==> src/rtl/max_search_ctrl_if.sv <==
// ---------------------------------------------------------------------------
// max_search_ctrl_if
// Stream and result bundle for the sequential maximum finder.
//   start      : begin a burst (sampled only while the block is idle)
//   len        : burst length, sampled with start
//   din_valid  : din holds a word
//   din        : 4-bit unsigned data word
//   din_ready  : block accepts din this cycle
//   busy       : block is not idle
//   done_tick  : one-cycle pulse, results are final
//   max        : largest word of the last burst
//   max_idx    : 0-based position of the first occurrence of max
//   empty      : last burst had len == 0
// master = burst source / result consumer, slave = max_search_ctrl.
// ---------------------------------------------------------------------------
interface max_search_ctrl_if #(
    parameter int LEN_W = 4
);
    logic             start;
    logic [LEN_W-1:0] len;
    logic             din_valid;
    logic [3:0]       din;
    logic             din_ready;
    logic             busy;
    logic             done_tick;
    logic [3:0]       max;
    logic [LEN_W-1:0] max_idx;
    logic             empty;

    modport master (
        output start, len, din_valid, din,
        input  din_ready, busy, done_tick, max, max_idx, empty
    );

    modport slave (
        input  start, len, din_valid, din,
        output din_ready, busy, done_tick, max, max_idx, empty
    );
endinterface

==> src/rtl/max_search_ctrl.sv <==
// ---------------------------------------------------------------------------
// max_search_ctrl
// Sequential maximum finder. Accepts a burst of len 4-bit words over a
// valid/ready stream, feeding the 4-bit greater-than comparator one operand
// pair per cycle, and keeps a running maximum and its index. Results are
// reported with a one-cycle done_tick.
// Ports:
//   clk   : system clock, rising edge
//   reset : asynchronous, active-high reset
//   bus   : max_search_ctrl_if.slave (stream in, results out)
// ---------------------------------------------------------------------------

// 4-bit unsigned strict greater-than comparator: gt = (i1 > i0).
module greater_than_4b (
    input  logic [3:0] i1,
    input  logic [3:0] i0,
    output logic       gt
);
    assign gt = (i1 > i0);
endmodule

module max_search_ctrl #(
    parameter int LEN_W = 4
) (
    input  logic                  clk,
    input  logic                  reset,
    max_search_ctrl_if.slave      bus
);
    typedef enum logic [1:0] {IDLE, FIRST, CMP, DONE} state_t;

    localparam logic [LEN_W-1:0] ONE  = {{(LEN_W-1){1'b0}}, 1'b1};
    localparam logic [LEN_W-1:0] ZERO = '0;

    state_t           state_q, state_d;
    logic [3:0]       max_q, max_d;
    logic [LEN_W-1:0] idx_q, idx_d;
    logic [LEN_W-1:0] cnt_q, cnt_d;
    logic [LEN_W-1:0] len_q, len_d;
    logic             empty_q, empty_d;

    logic             gt;
    logic             din_ready;
    logic             xfer;
    logic [LEN_W-1:0] cnt_inc;

    greater_than_4b u_gt (
        .i1 (bus.din),
        .i0 (max_q),
        .gt (gt)
    );

    // Moore ready: never looks at din_valid.
    assign din_ready = (state_q == FIRST) || (state_q == CMP);
    assign xfer      = bus.din_valid & din_ready;
    // cnt_q stays below len_q inside a burst, so this never wraps.
    assign cnt_inc   = cnt_q + ONE;

    always_ff @(posedge clk or posedge reset) begin
        if (reset) begin
            state_q <= IDLE;
            max_q   <= '0;
            idx_q   <= '0;
            cnt_q   <= '0;
            len_q   <= '0;
            empty_q <= 1'b0;
        end else begin
            state_q <= state_d;
            max_q   <= max_d;
            idx_q   <= idx_d;
            cnt_q   <= cnt_d;
            len_q   <= len_d;
            empty_q <= empty_d;
        end
    end

    always_comb begin
        state_d = state_q;
        max_d   = max_q;
        idx_d   = idx_q;
        cnt_d   = cnt_q;
        len_d   = len_q;
        empty_d = empty_q;

        case (state_q)
            IDLE: begin
                if (bus.start) begin
                    if (bus.len != ZERO) begin
                        len_d   = bus.len;
                        cnt_d   = ZERO;
                        empty_d = 1'b0;
                        state_d = FIRST;
                    end else begin
                        // Empty burst: report immediately with cleared results.
                        empty_d = 1'b1;
                        max_d   = 4'd0;
                        idx_d   = ZERO;
                        state_d = DONE;
                    end
                end
            end
            FIRST: begin
                if (xfer) begin
                    max_d   = bus.din;
                    idx_d   = ZERO;
                    cnt_d   = ONE;
                    state_d = (len_q == ONE) ? DONE : CMP;
                end
            end
            CMP: begin
                if (xfer) begin
                    // Strict compare: ties keep the first occurrence.
                    if (gt) begin
                        max_d = bus.din;
                        idx_d = cnt_q;
                    end
                    cnt_d = cnt_inc;
                    if (cnt_inc == len_q) begin
                        state_d = DONE;
                    end
                end
            end
            DONE: begin
                state_d = IDLE;
            end
            default: begin
                state_d = IDLE;
            end
        endcase
    end

    assign bus.din_ready = din_ready;
    assign bus.busy      = (state_q != IDLE);
    assign bus.done_tick = (state_q == DONE);
    assign bus.max       = max_q;
    assign bus.max_idx   = idx_q;
    assign bus.empty     = empty_q;
endmodule
==> src/flat_wrapper.sv <==
// flat-port wrapper written by rule: the top's interface ports become plain ports
module max_search_ctrl_flat 
#(
    parameter int LEN_W = 4
)
  (clk, reset, bus_start, bus_len, bus_din_valid, bus_din, bus_din_ready, bus_busy, bus_done_tick, bus_max, bus_max_idx, bus_empty);
  max_search_ctrl_if #(.LEN_W(LEN_W)) bus_i ();
  input  logic clk;
  input  logic reset;
  input wire logic [$bits(bus_i.start)-1:0] bus_start;
  input wire logic [$bits(bus_i.len)-1:0] bus_len;
  input wire logic [$bits(bus_i.din_valid)-1:0] bus_din_valid;
  input wire logic [$bits(bus_i.din)-1:0] bus_din;
  output wire logic [$bits(bus_i.din_ready)-1:0] bus_din_ready;
  output wire logic [$bits(bus_i.busy)-1:0] bus_busy;
  output wire logic [$bits(bus_i.done_tick)-1:0] bus_done_tick;
  output wire logic [$bits(bus_i.max)-1:0] bus_max;
  output wire logic [$bits(bus_i.max_idx)-1:0] bus_max_idx;
  output wire logic [$bits(bus_i.empty)-1:0] bus_empty;
  assign bus_i.start = bus_start;
  assign bus_i.len = bus_len;
  assign bus_i.din_valid = bus_din_valid;
  assign bus_i.din = bus_din;
  assign bus_din_ready = bus_i.din_ready;
  assign bus_busy = bus_i.busy;
  assign bus_done_tick = bus_i.done_tick;
  assign bus_max = bus_i.max;
  assign bus_max_idx = bus_i.max_idx;
  assign bus_empty = bus_i.empty;
  max_search_ctrl #(.LEN_W(LEN_W)) u_core (.clk(clk), .reset(reset), .bus(bus_i));
endmodule
==> config.mk <==
export PLATFORM = sky130hd
export DESIGN_NAME = max_search_ctrl_flat
export DESIGN_NICKNAME = d
export VERILOG_FILES = /design/src/rtl/max_search_ctrl_if.sv /design/src/rtl/max_search_ctrl.sv /design/src/flat_wrapper.sv
export SDC_FILE = /design/constraint.sdc
export NUM_CORES = 1
export LEC_CHECK = 0
export CAP_MARGIN = 20
export CORE_MARGIN = 1
export CORE_UTILIZATION = 50
export CTS_CLUSTER_SIZE = 40
export DETAILED_ROUTE_END_ITERATION = 10
export HOLD_SLACK_MARGIN = 0.15
export PLACE_DENSITY_LB_ADDON = 0.15
export RECOVER_POWER = 50
export SLEW_MARGIN = 20
export SYNTH_ARGS = -nofsm -noshare
export SYNTH_HDL_FRONTEND = slang
export SYNTH_SLANG_ARGS = --single-unit
==> constraint.sdc <==
create_clock -name clk -period 2.5 [get_ports clk]
set_input_delay 0.5 -clock clk [delete_from_list [all_inputs] [get_ports clk]]
set_output_delay 0.5 -clock clk [all_outputs]
set_load 0.05 [all_outputs]
**Yosys cells after proc, flatten, opt, wreduce, memory -nomap -nowiden**

Index checks and enable logic that the tools add are counted.

- Register bits: 19
- Output and inout bits: 12
- Logic and storage cells: 54

- Eq/ne operators: 12
- Order comparisons: 1
- Reductions and logical operators: 10
- Add/subtract/negate cells: 1
- Mux-type cells: 23
- Bitwise gates (word level): 1

Operators by type and width:

| cell | number |
|---|---|
| 4-bit two-way mux | 12 |
| 4-bit case mux with 3 select lines | 3 |
| 2-bit two-way mux | 5 |
| 2-bit by 1-bit inequality test with 1-bit output (second input constant) | 4 |
| 2-bit case mux with 4 select lines | 1 |
| 2-bit inequality test (second input constant) | 3 |
| 6-bit AND reduction | 1 |
| 5-bit AND reduction | 1 |
| 4-bit by 1-bit adder with 4-bit output (second input constant) | 1 |
| 2-bit == test (second input constant) | 2 |
| 4-bit by 1-bit == test with 1-bit output (second input constant) | 1 |
| 4-bit == test | 1 |
| 4-bit greater-than comparator | 1 |
| 4-bit AND reduction | 1 |
| 4-bit nonzero test | 1 |
| 3-bit AND reduction | 1 |
| 3-bit nonzero test | 1 |
| 2-bit by 1-bit == test with 1-bit output (second input constant) | 1 |
| 2-bit logical NOT | 1 |
| 1-bit two-way mux | 2 |
| 2-bit AND reduction | 1 |
| 2-bit nonzero test | 1 |
| 1-bit bitwise AND | 1 |
| 1-bit logical OR | 1 |

**Logic depth before layout (Yosys ltp)**

- Depth in word-level cells: 5
- Mapped depth: 8
- Depth with buffers taken out: 7

**Cells and area by module**

From an unflattened synthesis, not the netlist that was laid out.

- Cell total of the unflattened synthesis: 113
- Area, all modules: 1,221.2 um^2

By module, submodules not included:

| module | cells an instance | instances | area each (um^2) | sequential area each (um^2) |
|---|---|---|---|---|
| max_search_ctrl | 100 | 1 | 1,122.3 | 475.5 |
| greater_than_4b | 13 | 1 | 98.8 | 0.0 |

**Least setup slack after synthesis**

No wires, ideal clock.

- Kind: register to register
- Start: reg u_core.state_q[0]
- End: reg u_core.cnt_q[3]
- Clock period less this slack: 2.327 ns
- Path slack: 0.173 ns
- Path buffers: 1
- Arrival: 2.261 ns
- Setup time: 0.066 ns
- Cell stages (with the launch flop): 9
- Data required time: 2.434 ns
- Cells stage by stage: dfrtp_1 inv_1 ha_1 buf_6 or2b_2 o2111ai_2 a211o_1 or4_1 nand2_1

- Word-level cells in the longest chain between the ends: 5
- Elaborated cells on any way between the ends: 12

RTL lines:

| item | line | source |
|---|---|---|
| from (decl) | max_search_ctrl.sv:34 | `state_t state_q, state_d;` |
| from (signal assigned) | max_search_ctrl.sv:67 | `state_q <= state_d;` |
| 2-bit by 1-bit == test with 1-bit output or 2-bit == test (tied branches) | max_search_ctrl.sv:53 | `assign din_ready = (state_q == FIRST) \|\| (state_q == CMP);` |
| 1-bit logical OR (*) | max_search_ctrl.sv:53 |  |
| net bus_din_ready | flat_wrapper.sv:14 | `output wire logic [$bits(bus_i.din_ready)-1:0] bus_din_ready;` |
| 1-bit bitwise AND (*) | max_search_ctrl.sv:54 | `assign xfer = bus.din_valid & din_ready;` |
| 2-bit by 1-bit inequality test with 1-bit output (no source line) | -- |  |
| 5-bit AND reduction (no source line) (*) | -- |  |
| to (signal assigned) | max_search_ctrl.sv:70 | `cnt_q <= cnt_d;` |
| to (decl) | max_search_ctrl.sv:37 | `logic [LEN_W-1:0] cnt_q, cnt_d;` |

The timed path passes the listed nets; every way through them passes the cells marked *.
A chain may end at the register's enable or synchronous reset.

**Final worst setup path**

- Start: reg u_core.state_q[1]
- End: out bus_done_tick

- Word-level cells in the longest chain between the ends: 1

RTL lines:

| item | line | source |
|---|---|---|
| 2-bit == test | max_search_ctrl.sv:133 | `assign bus.done_tick = (state_q == DONE);` |
| to (decl) | flat_wrapper.sv:16 | `output wire logic [$bits(bus_i.done_tick)-1:0] bus_done_tick;` |

Every way passes these cells.

==> run metrics <==
Final Util between 60% and 70%; Leak between 0.6 and 0.7 nW; postcts setup bufs 0; Synth-to-Final Area Change 24.6%; Worst-Margin Slew between 0.7 and 0.8 ns; Ys Warns 0; Residual DRC 0; die width 50.1 um; gpl congestion 0.780; TritonCTS clock tree built; Setup crit end kind output port; Ant. Diodes 0; Max-slew headroom 52.8%; commonest non-fill, non-tap cells in the layout clkdlybuf4s50_1, dfrtp_1, nand2_1, inv_1, mux2i_1; std cell rows 17; Post-Syn Nets 136; total negative setup slack 0 ns; vias per cell 5.32; share of the synthesized area in the top cell type 41.1%; I/O pin cnt 24; RSZ-0062 raised after global routing no; largest net degree at the start of global routing 20; first-pass GRT wire length ~4000 um; Total GRT Usage 21.2%; WL per Instance 13.8 um; startpoint types flip-flop; Max Slew Vio Count 0; synthesized area per cell 10.2 sq um; Seq/Total Area, Yosys 41.1%; # fillers 190; critical path arrival 1.74 ns; power per cell area around 1200 nW/um^2; Core ar. roughly 2200 sq um; Non-Filler Instances ~170; library cells used by synthesis 31; final setup fails 0; area of the mapped netlist 1160 sq um; Final Hold Viols 0; antenna violations before repair 0; ratio of cells with drive above 1 in the final layout 10.6%; placed cell count 165; Layout Nets 164; vias in the first global route 933; Max Freq 446 MHz; Max Cap Viol 0; initial core utilization 52.8%; post-synth top area cell dfrtp_1; clock root buffer clkbuf_4; required time worst endpoint 2.00 ns; Critical path origin u_core.state_q[1]; Yosys reg bits 19; worst hold-check path type reg -> reg; worst-skew pair later-pin latency 0.29 ns; Final Skew 0.00314 ns; DR pass1 iterations 4; H-tree levels 1; hold path start u_core.bus.max_idx[1]; worst r2r src u_core.state_q[1]; total die area 2510 sq um; Peak VDD IR 0.993 mV; height of the die roughly 50 um; status complete, no violations; fin crit share 89.8%; Post-Syn Instances 114; CTS clk-pin slew, worst paths 0.11 ns; Post-DRT Antenna Nets 0; via count 899; Finished Cell Area 1440 sq um; Tot Pwr between 1.5 and 2 mW; Critical Path Max Stage Delay between 0.8 and 0.9 ns; Congestion Overflow GR 0; placed inst area between 1000 and 1500 sq um; main area contributors after synthesis dfrtp_1, ha_1, mux2i_1, mux2_2, nand2_1; critical path class reg -> out; CP max FO 4; initial drt markers 20; WL final 2330 um; CTS buffer count 3; Crit-path slowest cell clkdlybuf4s50_1; Hold-fix buffers, CTS 0; CTS Sinks 19; worst path cell trace ha_1 -> clkdlybuf4s50_1; HPWL Detailed 1860 um; Clock Path Buffers 2; final worst path period need roughly 2.2 ns; count of input and output buffers 23
-- critical path, delay by kind of cell, from the launching register on --
family | cells | cell delay [ns]
adders and majority gates | 1 | 0.22
buffers and inverters | 1 | 0.81
DFF | 1 | 0.42
-- cell type report --
type	instances	area [sq um]	area share, %
clock buffers	3	22.5	1.56
well taps	28	35.0	2.43
inverters	14	52.6	3.64
repair buffers	25	245	17.0
flip-flops and latches	19	475	33.0
clock inverters	1	5.00	0.347
multi-input cells	79	607	42.1
-- path summary, 6_finish.rpt --
check                      depth (start not counted)                     to  slack, ns
max in group asynchronous                          2  u_core.bus.max_idx[3]       1.32
hold reg to reg                                    2  u_core.bus.max_idx[1]       0.52
setup reg to reg                                   7        u_core.cnt_q[3]       0.49
hold / removal                                     2  u_core.bus.max_idx[1]       0.52
setup / recovery                                   2          bus_done_tick       0.26
min in group asynchronous                          2      u_core.bus.max[2]       0.74
-- what timing repair did --
action	4_1_cts	5_1_grt
gates resized for setup	0	1
setup endpoints to repair	0	1
endpoints found under the hold margin	0	0
-- state kept, by name, indices dropped and copies added, names as in the netlist --
register / count
u_core.bus.empty: 1
u_core.state_q: 2
u_core.cnt_q: 4
u_core.bus.max_idx: 4
u_core.len_q: 4
u_core.bus.max: 4
-- per-layer routing --
| layer | up-vias | global-route usage (%) | wire length (um) |
|---|---|---|---|
| met5 | - | 0 | 0 |
| met4 | 0 | 5.71 | 33 |
| met3 | 4 | 4.32 | 97 |
| met2 | 25 | 41.8 | 1260 |
| met1 | 431 | 21.8 | 943 |
| li1 | 439 | - | - |
-- where the power goes --
part	leakage (nW)	internal (mW)	total [mW]	switching [mW]
sequential	0.247	0.405	0.490	0.0848
clock	0.0177	0.0595	0.156	0.0965
combinational	0.429	0.462	1.15	0.689
-- synthesized netlist by cell type (all sizes together) --
library cell and instances:
o2111ai 1, or4 1, clkinv 1, a221oi 1
mux2 5, or2b 1, a21oi 1, buf 2
o21ai 6, nor4b 1, a211o 1, nand2b 2
o21bai 1, nor4 1, xor2 2, nor2b 3
nand4b 1, nand3 3, inv 13, xnor2 4
a211oi 1, o22ai 1, mux2i 11, nor2 4
nand2 15, a21o 1, ha 10, dfrtp 19
nand4 1
-- cell families (layout without fill, tap and decap cells) --
group,Yosys count,count (layout),synth area share (%)
AND/OR/NAND/NOR,33,33,14.9
flip-flops,19,19,41.1
multiplexers,16,16,14.4
buffers and inverters,16,43,5.95
AO/OA/AOI/OAI,14,14,8.32
adder cells (fa/ha/maj),10,10,10.8
XOR/XNOR,6,6,4.54
-- per-stage QoR --
step	hold WS [ns]	worst slack, ns
after floorplan	0.451	0.173
after global placement	0.492	0.253
after detailed placement	0.513	0.130
after CTS	0.529	0.0325
after global routing	0.550	0.174
final	0.522	0.256
(Power assumes the default switching activity.)
